File: config.mk
export PLATFORM = sky130hd
export DESIGN_NAME = if_id_stage_flat
export DESIGN_NICKNAME = d
export VERILOG_FILES = /design/src/rtl/if_id_stage_if.sv /design/src/rtl/if_id_stage.sv /design/src/flat_wrapper.sv
export SDC_FILE = /design/constraint.sdc
export NUM_CORES = 1
export LEC_CHECK = 0
export BUFFER_PORTS_ARGS = -buffer_cell sky130_fd_sc_hd__buf_2
export CAP_MARGIN = 20
export CELL_PAD_IN_SITES_DETAIL_PLACEMENT = 2
export CELL_PAD_IN_SITES_GLOBAL_PLACEMENT = 2
export CORE_ASPECT_RATIO = 1.75
export CORE_UTILIZATION = 32
export DETAILED_ROUTE_END_ITERATION = 8
export PLACE_DENSITY_LB_ADDON = 0.1
export RECOVER_POWER = 50
export SLEW_MARGIN = 20
export SYNTH_ARGS = -nofsm -noshare
export SYNTH_HDL_FRONTEND = slang
export SYNTH_SLANG_ARGS = --single-unit
File: constraint.sdc
create_clock -name clk -period 1.6 [get_ports clk]
set_input_delay 0.08 -clock clk [delete_from_list [all_inputs] [get_ports clk]]
set_output_delay 0.08 -clock clk [all_outputs]
set_load 0.01 [all_outputs]
File: src/rtl/if_id_stage_if.sv
// Handshake and data bundle between the IF stage, the IF/ID buffer and the ID stage.
// The slave view belongs to the buffer; the master view drives it (IF/ID pipeline or a testbench).
interface if_id_stage_if #(
    parameter int DATA_W = 32
);
    logic              flush;
    logic              in_valid;
    logic              in_ready;
    logic [DATA_W-1:0] instr;
    logic [DATA_W-1:0] npc;
    logic              out_valid;
    logic              out_ready;
    logic [DATA_W-1:0] instrout;
    logic [DATA_W-1:0] npcout;
    logic [1:0]        count;

    modport master (
        output flush, in_valid, instr, npc, out_ready,
        input  in_ready, out_valid, instrout, npcout, count
    );

    modport slave (
        input  flush, in_valid, instr, npc, out_ready,
        output in_ready, out_valid, instrout, npcout, count
    );
endinterface

File: src/rtl/if_id_stage.sv
// IF/ID pipeline buffer: a 2-entry in-order skid buffer whose in_ready depends only on
// registered occupancy, with a synchronous flush that squashes everything held.
module if_id_stage #(
    parameter int                DATA_W    = 32,
    parameter logic [DATA_W-1:0] NOP_INSTR = '0
) (
    input  logic          clk,
    input  logic          rst_n,
    if_id_stage_if.slave  bus
);

    typedef struct packed {
        logic [DATA_W-1:0] instr;
        logic [DATA_W-1:0] npc;
    } entry_t;

    // Occupancy doubles as the FSM state; encoding equals the count output.
    typedef enum logic [1:0] {
        EMPTY = 2'd0,
        ONE   = 2'd1,
        FULL  = 2'd2
    } state_t;

    state_t state_q, state_d;
    entry_t head_q, head_d;
    entry_t skid_q, skid_d;
    entry_t in_entry;
    logic   accept;
    logic   pop;

    assign in_entry = '{instr: bus.instr, npc: bus.npc};

    assign bus.in_ready  = (state_q != FULL);
    assign bus.out_valid = (state_q != EMPTY);
    assign bus.count     = state_q;
    assign bus.instrout  = bus.out_valid ? head_q.instr : NOP_INSTR;
    assign bus.npcout    = bus.out_valid ? head_q.npc   : '0;

    assign accept = bus.in_valid  && bus.in_ready;
    assign pop    = bus.out_valid && bus.out_ready;

    // NOTE: state and payload take defaults first so every path assigns them and no latch is inferred.
    always_comb begin
        state_d = state_q;
        head_d  = head_q;
        skid_d  = skid_q;
        if (bus.flush) begin
            state_d = EMPTY;
            head_d  = '0;
            skid_d  = '0;
        end else begin
            unique case (state_q)
                EMPTY: begin
                    if (accept) begin
                        head_d  = in_entry;
                        state_d = ONE;
                    end
                end
                ONE: begin
                    if (accept && pop) begin
                        head_d = in_entry;
                    end else if (accept) begin
                        skid_d  = in_entry;
                        state_d = FULL;
                    end else if (pop) begin
                        state_d = EMPTY;
                    end
                end
                FULL: begin
                    if (pop) begin
                        head_d  = skid_q;
                        skid_d  = '0;
                        state_d = ONE;
                    end
                end
                default: begin
                    state_d = EMPTY;
                end
            endcase
        end
    end

    // NOTE: sequential state uses non-blocking assignments so all registers update from pre-edge values.
    // NOTE: the two payload registers are reset too, so no stale instruction survives a reset.
    always_ff @(posedge clk or negedge rst_n) begin
        if (!rst_n) begin
            state_q <= EMPTY;
            head_q  <= '0;
            skid_q  <= '0;
        end else begin
            state_q <= state_d;
            head_q  <= head_d;
            skid_q  <= skid_d;
        end
    end

endmodule

File: src/flat_wrapper.sv
// flat-port wrapper written by rule: the top's interface ports become plain ports
module if_id_stage_flat 
#(
    parameter int                DATA_W    = 32,
    parameter logic [DATA_W-1:0] NOP_INSTR = '0
)
  (clk, rst_n, bus_flush, bus_in_valid, bus_instr, bus_npc, bus_out_ready, bus_in_ready, bus_out_valid, bus_instrout, bus_npcout, bus_count);
  if_id_stage_if #(.DATA_W(DATA_W)) bus_i ();
  input  logic clk;
  input  logic rst_n;
  input wire logic [$bits(bus_i.flush)-1:0] bus_flush;
  input wire logic [$bits(bus_i.in_valid)-1:0] bus_in_valid;
  input wire logic [$bits(bus_i.instr)-1:0] bus_instr;
  input wire logic [$bits(bus_i.npc)-1:0] bus_npc;
  input wire logic [$bits(bus_i.out_ready)-1:0] bus_out_ready;
  output wire logic [$bits(bus_i.in_ready)-1:0] bus_in_ready;
  output wire logic [$bits(bus_i.out_valid)-1:0] bus_out_valid;
  output wire logic [$bits(bus_i.instrout)-1:0] bus_instrout;
  output wire logic [$bits(bus_i.npcout)-1:0] bus_npcout;
  output wire logic [$bits(bus_i.count)-1:0] bus_count;
  assign bus_i.flush = bus_flush;
  assign bus_i.in_valid = bus_in_valid;
  assign bus_i.instr = bus_instr;
  assign bus_i.npc = bus_npc;
  assign bus_i.out_ready = bus_out_ready;
  assign bus_in_ready = bus_i.in_ready;
  assign bus_out_valid = bus_i.out_valid;
  assign bus_instrout = bus_i.instrout;
  assign bus_npcout = bus_i.npcout;
  assign bus_count = bus_i.count;
  if_id_stage #(.DATA_W(DATA_W), .NOP_INSTR(NOP_INSTR)) u_core (.clk(clk), .rst_n(rst_n), .bus(bus_i));
endmodule
==> qor.yml <==
outcome:
  run_status: "complete, but fails checks"
  violations: "negative setup slack"
pwr:
  seqPwrFrac_pct: 36.7
  power_frac_clock_pct: 38.4
  p_sw_share_pct: 30.4
  p_switching_uw: 2980
  powerDensity_mw_per_mm2: 875
  pwr-share-comb_pct: 24.9
  ir_worst_vdd_uv: 965
  power_leakage_uw: 0.00553
  p_int_uw: 6820
setup_path:
  criticalPathCategory: "register to output port"
  worstPathArrival_ps: 1870
  r2r-end: "u_core.head_q[0]$_DFFE_PN0P_"
  cp_cell_sequence: "buf_12 -> nor2_4 -> buf_6 -> buf_12 -> buf_12 -> buf_16 -> nor2_4 -> buf_6"
  cp_common_cell: "buf_12"
  crit_required_ps: 1520
  cp_num_cells: 8
  endpoint: "bus_instrout[30]"
  path_max_fanout: 6
  path_delay_family: "buffers and inverters"
  cp-end-kind: "output port"
  crit_start: "u_core.bus.count[0]$_DFFE_PN0P_"
  cp_num_buf_inv: 6
  r2r_slack_ps: -350
  cp_slowest_cell: "dfrtp_2"
  critical_path.max_stage_delay_ps: 450
  r2r.worst_path.cells: 8
  worstReg2RegStart: "u_core.bus.count[1]$_DFFE_PN0P_"
  worstSetupStartpointType: "register"
sta:
  finalClockSkew_ps: 12.4
  fmax_ghz: 0.512
  tightest_slew_ps: 1100
  slew_viol_final: 0
  min_period_over_period_pct: 122
  holdWs_ps: 2.57
  finalSetupViolations: 198
  rsz0062_at_grt: "yes"
  fin_ws_ps: -355
  setup_tns_ps: -49000
  finalCriticalPeriod_ps: 1950
  final_hold_viol_count: 0
  max_slew_margin_pct: 26.8
grt:
  grt-ovfl-total: 0
  antenna_found_initial: 0
  gr-usage-all-layers_pct: 28.3
  grt_first_pass_wirelength_microns: 46300
  grt_max_degree: 40
  grt_pass1_vias: 7584
drt:
  wire_per_inst_microns: 29.3
  route.detailed.drc: 0
  first_pass_iters: 5
  drtIter0Drc: 273
  vias: 6713
  wirelength_microns: 33800
  ant_nets: 0
  viasPerCell: 5.82
run:
  maxCapViolCount: 0
floorplan:
  pin_count: 137
  die_x_microns: 113
  dieArea_sq_mm: 0.0222
  rows: 70
  core_sq_mm: 0.0210
  die_y_microns: 196
  start_util_pct: 32.8
cells_and_area:
  nNetsFinal: 957
  fillCellCount: 1988
  seqCellArea_sq_mm: 0.00326
  n_antenna_cell: 0
  multiInputGateArea_sq_mm: 0.00372
  syn2layout_area_growth_pct: 62.1
  drive_gt1_share_pct: 42.7
  utilization_pct: 53.2
placed_design:
  dpl.hpwl_microns: 15400
  port_buffers: 136
  preCtsSetupSlack_ps: -61.5
  gp_congestion: 0.714
clock_tree:
  cts_sinks: 130
  cts_tree: "built"
  htreeDepth: 4
  cts_buffers: 17
  clock-root-buffer: "clkbuf_16"
  clk_pin_slew_ps: 60
  cts.path.max_buffers: 2
  insertion_delay_ps: 450
synthesis:
  ys_seq_area_share_pct: 47.1
  avgSynthCellArea_sq_um: 10.3
  synth_area_sq_mm: 0.00690
  syn_inst: 672
  yosysWarnings: 0
  synth_cell_types: 27
  syn_nets: 741
  ys_ff_latch: 130
hold_path:
  min_path_type: "primary input to register"
[layout make-up]
| class | count | area share (%) |
|---|---|---|
| Multi-Input combinational cell | 399 | 33.2 |
| Sequential cell | 130 | 29.1 |
| Timing Repair Buffer | 273 | 27.7 |
| Clock buffer | 27 | 4.59 |
| Tap cell | 252 | 2.82 |
| Inverter | 67 | 2.32 |
| Clock inverter | 5 | 0.224 |
[layer usage]
metal / global-route usage [%] / share of wire [%]
met1: 30.0 / 36
met2: 50.7 / 55
met4: 18.9 / 5.5
met3: 5.10 / 3.1
met5: 0 / 0
[synth_stat cells (all sizes together)]
cell type / number / area share [%]
a211oi: 1 / 0.29
a21bo: 55 / 8.0
a21oi: 2 / 0.15
a31oi: 64 / 5.8
and3: 9 / 0.82
and4bb: 1 / 0.18
buf: 22 / 1.5
clkbuf: 54 / 2.9
dfrtp: 130 / 47
inv: 67 / 3.6
mux2: 9 / 1.5
mux2i: 65 / 9.4
nand2: 1 / 0.054
nand3b: 1 / 0.11
nand4: 55 / 5.0
nor2: 66 / 3.6
nor2b: 2 / 0.22
nor3: 1 / 0.072
nor4bb: 64 / 9.3
o211ai: 1 / 0.11
o21a: 1 / 0.11
or3b: 1 / 0.13
[power by group through the flow]
stage	registers, uW	clock network (uW)	logic (uW)
3_5_place_dp	3630	0	1340
6_report	3600	3760	2440
2_1_floorplan	3610	0	730
4_1_cts	3580	3720	1970
3_3_place_gp	3620	0	1290
5_1_grt	3610	3880	2550
[layout by cell type (no fill, tap or decap), types with 3 or more instances in the layout]
cell type      instances
nor4bb_2               4
mux2i_2                6
clkinv_2               5
nor2_1                 3
mux2_4                 9
a31oi_1               62
buf_4                 31
dfrtp_1              128
buf_8                  6
clkbuf_8               5
nor2_2                 6
buf_12                31
and3_4                 6
nor2_4                57
a21bo_1               55
nor4bb_1              59
inv_1                 64
mux2i_1               56
buf_6                 89
clkbuf_1               5
and3_1                 3
clkbuf_16             23
mux2i_4                3
buf_16                14
dlygate4sd3_1         17
inv_4                  3
nand4_1               55
buf_2                 76
[stage by stage]
| step | instances | cell area [sq um] | power (uW) |
|---|---|---|---|
| after floorplan | 672 | 6930 | 4340 |
| after global placement | 1033 | 8120 | 4910 |
| after detailed placement | 1033 | 8120 | 4970 |
| after CTS | 1143 | 10200 | 9260 |
| after global routing | 1153 | 11200 | 10000 |
| final | 1153 | 11200 | 9790 |
[worst min-delay path by stage]
stage | startpoint | to | slack [ps] | cells after the start
floorplan | rst_n | u_core.bus.count[0]$_DFFE_PN0P_ | -220 | 0
global placement | rst_n | u_core.head_q[44]$_DFFE_PN0P_ | 30 | 1
detailed placement | rst_n | u_core.head_q[40]$_DFFE_PN0P_ | 30 | 1
CTS | bus_npc[16] | u_core.skid_q[16]$_DFFE_PN0P_ | 0.2 | 3
global route | bus_instr[15] | u_core.head_q[47]$_DFFE_PN0P_ | 20 | 3
finish | bus_instr[15] | u_core.head_q[47]$_DFFE_PN0P_ | 3 | 3
[sequential cells by signal (all words and copies together) (netlist names)]
register	flops
u_core.head_q	64
u_core.skid_q	64
u_core.bus.count	2
[tightest hold or removal path: cells and delay by family]
| kind | cells | cell delay [ps] |
|---|---|---|
| multiplexers | 1 | 130 |
| buffers and inverters | 1 | 100 |
| AO/OA/AOI/OAI | 1 | 80 |
[kinds of logic after synthesis]
logic type	after synthesis	share of synthesized area (%)
buffers and inverters	143	8.10
multiplexers	74	10.9
AO/OA/AOI/OAI	124	14.4
flip-flops	130	47.1
AND/OR/NAND/NOR	201	19.4
[what timing repair did]
action / CTS / global route
resized for setup: 126 / 201
endpoints found under the hold margin: 146 / 0
hold buffers: 17 / 0
pin swaps: 52 / 36
setup endpoints to repair: 137 / 196
cloned: 20 / 7
setup buffers: 42 / 12
Power figures use the tool's default switching activity.
